$ cat src/rtl/mc_ctrl_seq.sv
// Multi-cycle control sequencer for the nonpipe MIPS core.
// Walks each instruction through FETCH/DECODE/EXEC and then MEM, MD_WAIT
// or WB as its class requires. It produces per-phase strobes, the PC source
// select for the retiring instruction, and the cycle and retire counters.
module mc_ctrl_seq #(
  parameter int MD_LATENCY = 4,
  parameter int CNT_W      = 32
) (
  input  logic             clk,
  input  logic             rst,
  input  logic             im_ack,
  input  logic             dm_ack,
  input  logic             alu_zero,
  input  logic             is_load,
  input  logic             is_store,
  input  logic             is_beq,
  input  logic             is_bne,
  input  logic             is_jump,
  input  logic             is_jump_reg,
  input  logic             is_md,
  input  logic             is_syscall,
  input  logic             dec_rf_wen,
  output logic             im_req,
  output logic             ir_wen,
  output logic             dm_req,
  output logic             dm_wen,
  output logic             md_start,
  output logic             lhr_wen,
  output logic             rf_wen,
  output logic             pc_wen,
  output logic [1:0]       pc_sel,
  output logic             halted,
  output logic [CNT_W-1:0] cycle_cnt,
  output logic [CNT_W-1:0] instret_cnt
);

  typedef enum logic [2:0] {
    S_RST,
    S_FETCH,
    S_DECODE,
    S_EXEC,
    S_MEM,
    S_MD_WAIT,
    S_WB,
    S_HALT
  } state_t;

  // MD_WAIT runs for MD_LATENCY cycles, so the count is loaded one short.
  localparam logic [7:0] MD_LOAD = 8'(MD_LATENCY - 1);

  state_t     state;
  state_t     state_nxt;
  logic [1:0] sel_now;
  logic [1:0] sel_q;
  logic [7:0] md_cnt;
  logic       sys_retire;

  // PC source code: register jump beats direct jump beats a taken branch.
  function automatic logic [1:0] pc_sel_code(input logic jr, input logic j,
                                             input logic beq, input logic bne,
                                             input logic zero);
    logic take;
    take = (beq & zero) | (bne & ~zero);
    if (jr)
      return 2'b11;
    else if (j)
      return 2'b10;
    else if (take)
      return 2'b01;
    return 2'b00;
  endfunction

  assign sel_now = pc_sel_code(is_jump_reg, is_jump, is_beq, is_bne, alu_zero);

  // Phase state register.
  always_ff @(posedge clk or posedge rst) begin
    if (rst)
      state <= S_RST;
    else
      state <= state_nxt;
  end

  // EXEC captures the PC select for a later WB retire and arms the MD counter.
  always_ff @(posedge clk or posedge rst) begin
    if (rst) begin
      sel_q  <= 2'b00;
      md_cnt <= 8'd0;
    end else if (state == S_EXEC) begin
      sel_q  <= sel_now;
      md_cnt <= MD_LOAD;
    end else if (state == S_MD_WAIT && md_cnt != 8'd0) begin
      md_cnt <= md_cnt - 8'd1;
    end
  end

  // Next-state and strobe decode; every strobe defaults low.
  always_comb begin
    state_nxt  = state;
    im_req     = 1'b0;
    ir_wen     = 1'b0;
    dm_req     = 1'b0;
    dm_wen     = 1'b0;
    md_start   = 1'b0;
    lhr_wen    = 1'b0;
    rf_wen     = 1'b0;
    pc_wen     = 1'b0;
    pc_sel     = 2'b00;
    halted     = 1'b0;
    sys_retire = 1'b0;
    case (state)
      S_RST: state_nxt = S_FETCH;
      S_FETCH: begin
        im_req = 1'b1;
        if (im_ack) begin
          ir_wen    = 1'b1;
          state_nxt = S_DECODE;
        end
      end
      S_DECODE: begin
        if (is_syscall) begin
          sys_retire = 1'b1;
          state_nxt  = S_HALT;
        end else begin
          state_nxt = S_EXEC;
        end
      end
      S_EXEC: begin
        if (is_load || is_store) begin
          state_nxt = S_MEM;
        end else if (is_md) begin
          md_start  = 1'b1;
          state_nxt = S_MD_WAIT;
        end else if (dec_rf_wen) begin
          state_nxt = S_WB;
        end else begin
          // Branches, J, JR and NOP have nothing left to do after EXEC.
          pc_wen    = 1'b1;
          pc_sel    = sel_now;
          state_nxt = S_FETCH;
        end
      end
      S_MEM: begin
        dm_req = 1'b1;
        dm_wen = is_store;
        if (dm_ack) begin
          if (is_store) begin
            pc_wen    = 1'b1;
            state_nxt = S_FETCH;
          end else begin
            state_nxt = S_WB;
          end
        end
      end
      S_MD_WAIT: begin
        if (md_cnt == 8'd0) begin
          lhr_wen   = 1'b1;
          pc_wen    = 1'b1;
          state_nxt = S_FETCH;
        end
      end
      S_WB: begin
        rf_wen    = 1'b1;
        pc_wen    = 1'b1;
        pc_sel    = sel_q;
        state_nxt = S_FETCH;
      end
      S_HALT: halted = 1'b1;
      default: state_nxt = S_RST;
    endcase
  end

  // Performance counters; HALT freezes the cycle count.
  always_ff @(posedge clk or posedge rst) begin
    if (rst) begin
      cycle_cnt   <= '0;
      instret_cnt <= '0;
    end else begin
      if (state != S_RST && state != S_HALT)
        cycle_cnt <= cycle_cnt + CNT_W'(1);
      if (pc_wen || sys_retire)
        instret_cnt <= instret_cnt + CNT_W'(1);
    end
  end

endmodule

$ cat config.mk
export PLATFORM = sky130hd
export DESIGN_NAME = mc_ctrl_seq
export DESIGN_NICKNAME = d
export VERILOG_FILES = /design/src/rtl/mc_ctrl_seq.sv
export SDC_FILE = /design/constraint.sdc
export NUM_CORES = 1
export LEC_CHECK = 0
export ABC_CLOCK_PERIOD_IN_PS = 2700
export CORE_MARGIN = 4
export CORE_UTILIZATION = 50
export CTS_BUF_LIST = sky130_fd_sc_hd__clkbuf_16
export DETAILED_ROUTE_END_ITERATION = 6
export PLACE_DENSITY = 0.91
export SLEW_MARGIN = 5
export SYNTH_ARGS = -nofsm -noshare
export SYNTH_HDL_FRONTEND = slang
export SYNTH_SLANG_ARGS = --single-unit
$ cat constraint.sdc
create_clock -name clk -period 2.7 [get_ports clk]
set_input_delay 0.54 -clock clk [delete_from_list [all_inputs] [get_ports clk]]
set_output_delay 0.54 -clock clk [all_outputs]
set_load 0.02 [all_outputs]
* Yosys cells after proc, flatten, opt, wreduce, memory -nomap -nowiden
Cells that the tools add are included.
** Cells by class
- Reductions and logical operators :: 12
- Multiply operators :: 0
- $lt $le $gt $ge :: 0
- Bitwise gates (word level) :: 4
- Equality and inequality tests :: 11
- Mux-type cells :: 42
- Add/sub/neg operators :: 3
- Divide/modulo/power cells :: 0
- Shifts and indexed selects :: 0
** Operator list (count)
- $add 32x1->32 const B :: 2
- $mux 3 :: 8
- $mux 1 :: 22
- $pmux 3 s6 :: 1
- $mux 8 :: 2
- $mux 2 :: 7
- $eq 3x3->1 const B :: 4
- $logic_not 8->1 :: 1
- $reduce_bool 8->1 :: 1
- $sub 8x1->8 const B :: 1
- $eq 3x2->1 const B :: 2
- $reduce_bool 6->1 :: 1
- $ne 2x2->1 const B :: 2
- $pmux 1 s4 :: 1
- $pmux 2 s2 :: 1
- $reduce_and 4->1 :: 1
- $eq 3x1->1 const B :: 1
- $logic_not 3->1 :: 1
- $ne 3x3->1 const B :: 1
- $reduce_bool 3->1 :: 1
- $and 1x1->1 :: 2
- $logic_and 1x1->1 :: 2
- $logic_or 1x1->1 :: 2
- $ne 2x1->1 const B :: 1
- 4 further kinds :: 4
** Word-level totals
- Input bits :: 14
- Logic and storage cells :: 77
- Memories kept :: 0
- Bits in latches :: 0
- Bits in registers :: 77
- RAM bits :: 0
- Bits in read-only memories :: 0
- Output and inout bits :: 75

* Logic depth before layout (Yosys ltp)
- Depth in word-level cells :: 11
- Depth in mapped cells :: 7
- Depth with buffers taken out :: 7

* Least setup slack after synthesis
OpenSTA, ideal clock, no wires.
- Path kind :: flip-flop to output port
- Start point :: register state[2]
- End point :: output pc_sel[1]
- Required time :: 2160 ps
- Arrival :: 1541 ps
- Stages on the path, launching flop included :: 6
- Buffers on the path :: 2
- Setup slack :: 619 ps
- Cells stage by stage :: dfrtp_1 buf_2 and3b_1 clkbuf_1 nand2_1 o2bb2ai_1
** On the way
- Cells in the longest elaborated chain, start to end :: 2
- Elaborated cells on any way between the ends :: 3
- Those cells by class :: eq/ne: 2; mux: 1
** RTL lines
- start: declaration :: line 51 : state_t state;
- start signal: assignment :: line 80 : state <= state_nxt;
- $eq 3x3->1 / $eq 3x2->1 (equally long branches) :: line 110 : case (state)
- $pmux 2 s2 (*) :: line 110
- end: declaration :: line 31 : output logic [1:0] pc_sel,
Every way passes the cells marked *; elsewhere a longest branch is shown, timed or not.

* Worst setup path after layout
- Start point :: input dec_rf_wen
- End point :: output pc_sel[1]
** On the way
- Cells in the longest elaborated chain, start to end :: 4
** RTL lines
- start: declaration :: line 22 : input logic dec_rf_wen,
- $mux 2 :: line 133 : end else if (dec_rf_wen) begin
- $mux 2 :: line 130 : end else if (is_md) begin
- $mux 2 :: line 128 : if (is_load || is_store) begin
- $pmux 2 s2 :: line 110
No other way between the ends.

==> impl_metrics.env <==
export IMPL_status="finished, final reports clean"
export IMPL_post_cts_setup_buffers=0
export IMPL_cts_sinks=77
export IMPL_synth_top_area_share=0.500
export IMPL_whs_path_depth=1
export IMPL_n_antenna_cell=0
export IMPL_wl_um=9270
export IMPL_setup_worst_path_end_class="primary output"
export IMPL_synth_most_common_cell="dfrtp_1"
export IMPL_tightest_slew_ns=0.603
export IMPL_comb_power_share=0.348
export IMPL_ant_nets=0
export IMPL_cts_buffer_depth=2
export IMPL_initial_core_util=0.523
export IMPL_finClkSkew_ns=0.00733
export IMPL_p_seq_frac=0.376
export IMPL_cts_root_buffer="clkbuf_16"
export IMPL_drc=0
export IMPL_yosysTopAreaCell="dfrtp_1"
export IMPL_area_delta_synth_final_pct=34.8
export IMPL_gp_congestion=0.870
export IMPL_p_sw_mw=1.51
export IMPL_die_h_um=95.8
export IMPL_peakVddDrop_mv=0.512
export IMPL_clkPwrFrac=0.276
export IMPL_final_cells=569
export IMPL_r2r_slack_ns=0.54
export IMPL_regToRegStartpoint="state[1]$_DFFE_PP0P_"
export IMPL_grt_max_degree=65
export IMPL_min_to="cycle_cnt[31]$_DFFE_PP0P_"
export IMPL_grt_total_usage=0.213
export IMPL_wire_per_inst_um=16.3
export IMPL_die_x_um=95.8
export IMPL_critPathKind="input pin to primary output"
export IMPL_power_density_mw_per_mm2=811
export IMPL_io_pins=89
export IMPL_relSlewSlack=0.595
export IMPL_worstHoldStart="cycle_cnt[31]$_DFFE_PP0P_"
export IMPL_worst_skew_pair_late_latency_ns=0.33
export IMPL_p_leak_nw=2.25
export IMPL_worst_r2r_path_depth=6
export IMPL_ys_warn_count=0
export IMPL_syn_nets=383
export IMPL_grt_ovfl_total=0
export IMPL_die_area_mm2=0.00918
export IMPL_critical_path_startpoint="dec_rf_wen"
export IMPL_startpoint_type="input pin"
export IMPL_synth_seq_cells=77
export IMPL_maxCapViolCount=0
export IMPL_worstPathRequired_ns=2.16
export IMPL_drt_pass1_iterations=4
export IMPL_critPathArrivalTime_ns=2.03
export IMPL_hold_viol=0
export IMPL_synthesis_area_mm2=0.00386
export IMPL_cp_max_fo=3
export IMPL_cts_made_buffers=9
export IMPL_grt_pass1_wl_um=15100
export IMPL_synthTopCellsByCount="dfrtp_1, xnor2_1, nand2_1, nor2_1, nand3_1"
export IMPL_ys_seq_area_frac=0.500
export IMPL_vias_per_cell=5.51
export IMPL_swShare=0.358
export IMPL_final_nets=483
export IMPL_ys_types=46
export IMPL_grt_pass1_vias=3170
export IMPL_coreArea_mm2=0.00737
export IMPL_report_final_slew_viol_count=0
export IMPL_synth_area_leaders="dfrtp_1, xnor2_1, xor2_1"
export IMPL_post_route_min_period_ns=2.57
export IMPL_hold_path_class="flop to flop"
export IMPL_drive_above_1_share=0.0830
export IMPL_syn_area_per_cell_um2=10.6
export IMPL_first_iter_violations=137
export IMPL_hold_buffers=0
export IMPL_antenna_found_initial=0
export IMPL_period_share=0.951
export IMPL_synth_edf_count=0
export IMPL_rr_endpoint="instret_cnt[11]$_DFFE_PP0P_"
export IMPL_route_vias_total=3133
export IMPL_grt_setup_unrepaired="false"
export IMPL_dpl_hpwl_um=6630
export IMPL_fp_row_count=31
export IMPL_syn_inst=365
export IMPL_cts_tree="yes"
export IMPL_io_buffers=88
export IMPL_htreeDepth=3
export IMPL_ys_flop_type="dfrtp_1"
export IMPL_hold_slack_ns=0.479
export IMPL_clkSlewWorstSetupHoldPaths_ns=0.05
export IMPL_p_int_mw=2.71
export IMPL_dpl_cell_count=553
export IMPL_setup_violations=0
export IMPL_async_flop_share=1.00
export IMPL_max_freq_mhz=390
## worst max-delay path by stage
| stage | endpoint | slack (ns) | cells past startpoint |
|---|---|---|---|
| after floorplan | cycle_cnt[0]$_DFFE_PP0P_ | 0.19 | 1 |
| after global placement | pc_sel[1] | -0.13 | 5 |
| after detailed placement | pc_sel[1] | -0.13 | 5 |
| after CTS | md_start | 0.04 | 5 |
| after global routing | pc_sel[1] | 0.03 | 5 |
| final | pc_sel[1] | 0.13 | 5 |
## through the flow
step                utilization  power (mW)  instance area, µm²  setup TNS, ns  worst slack, ns
floorplan                     -        2.51                3860              0            0.193
global placement          0.665        2.97                4900         -0.203           -0.126
detailed placement        0.665        3.05                4900         -0.215           -0.126
CTS                       0.705        4.24                5200              0           0.0408
global route              0.706        4.46                5200              0           0.0288
finish                    0.706        4.22                5200              0            0.134
## power by group through the flow
stage          logic (mW)  clock network, mW  registers [mW]
2_1_floorplan       0.868                  0            1.65
6_report             1.47               1.16            1.58
4_1_cts              1.47               1.19            1.58
5_1_grt              1.59               1.25            1.61
3_3_place_gp         1.39                  0            1.58
3_5_place_dp         1.45                  0            1.60
## worst max-delay path: stages
cell	delay, ns
clkdlybuf4s50_1	0.49
nor4_4	0.35
nand2_1	0.13
o2bb2ai_1	0.16
dlygate4sd2_1	0.35
## registers in the layout, indices dropped and copies added, names as in the netlist
| signal | cells |
|---|---|
| md_cnt | 8 |
| cycle_cnt | 32 |
| instret_cnt | 32 |
| state | 3 |
| sel_q | 2 |
## cell usage in the layout, fill, tap and decap left out, types with 9 or more instances in the layout
cell type / netlist / final
and3_1: 12 / 12
and4_1: 10 / 10
clkbuf_16: 0 / 9
clkdlybuf4s50_1: 0 / 83
dfrtp_1: 77 / 77
inv_1: 9 / 9
nand2_1: 36 / 36
nand3_1: 27 / 27
nand4_1: 17 / 17
nor2_1: 28 / 28
nor3_1: 11 / 11
xnor2_1: 50 / 50
xor2_1: 19 / 19
## cell type report
class | instances | area [µm²]
Inverter | 9 | 33.8
Multi-Input combinational cell | 271 | 1860
Fill cell | 534 | 2170
Clock inverter | 7 | 67.6
Timing Repair Buffer | 97 | 958
Tap cell | 99 | 124
Sequential cell | 77 | 1930
Clock buffer | 9 | 225
## routing by layer
| layer | routed length [µm] | up-vias | GRT usage |
|---|---|---|---|
| met5 | 0 | - | 0 |
| met4 | 112 | 0 | 0.0699 |
| met3 | 432 | 14 | 0.0508 |
| met2 | 4720 | 100 | 0.356 |
| met1 | 4000 | 1537 | 0.272 |
| li1 | - | 1482 | - |
## timing repair
action | in CTS | in global routing
pin swaps | 1 | 0
gates resized for setup | 5 | 1
gates cloned | 0 | 0
setup endpoints to repair | 4 | 1
## logic make-up after synthesis
| logic type | synth area share |
|---|---|
| compound gates | 0.0542 |
| xor+xnor | 0.157 |
| fa+ha+maj | 0.0130 |
| buf+inv | 0.0185 |
| flops | 0.500 |
| mux | 0.00844 |
| simple gates | 0.250 |
(Power assumes the default switching activity.)
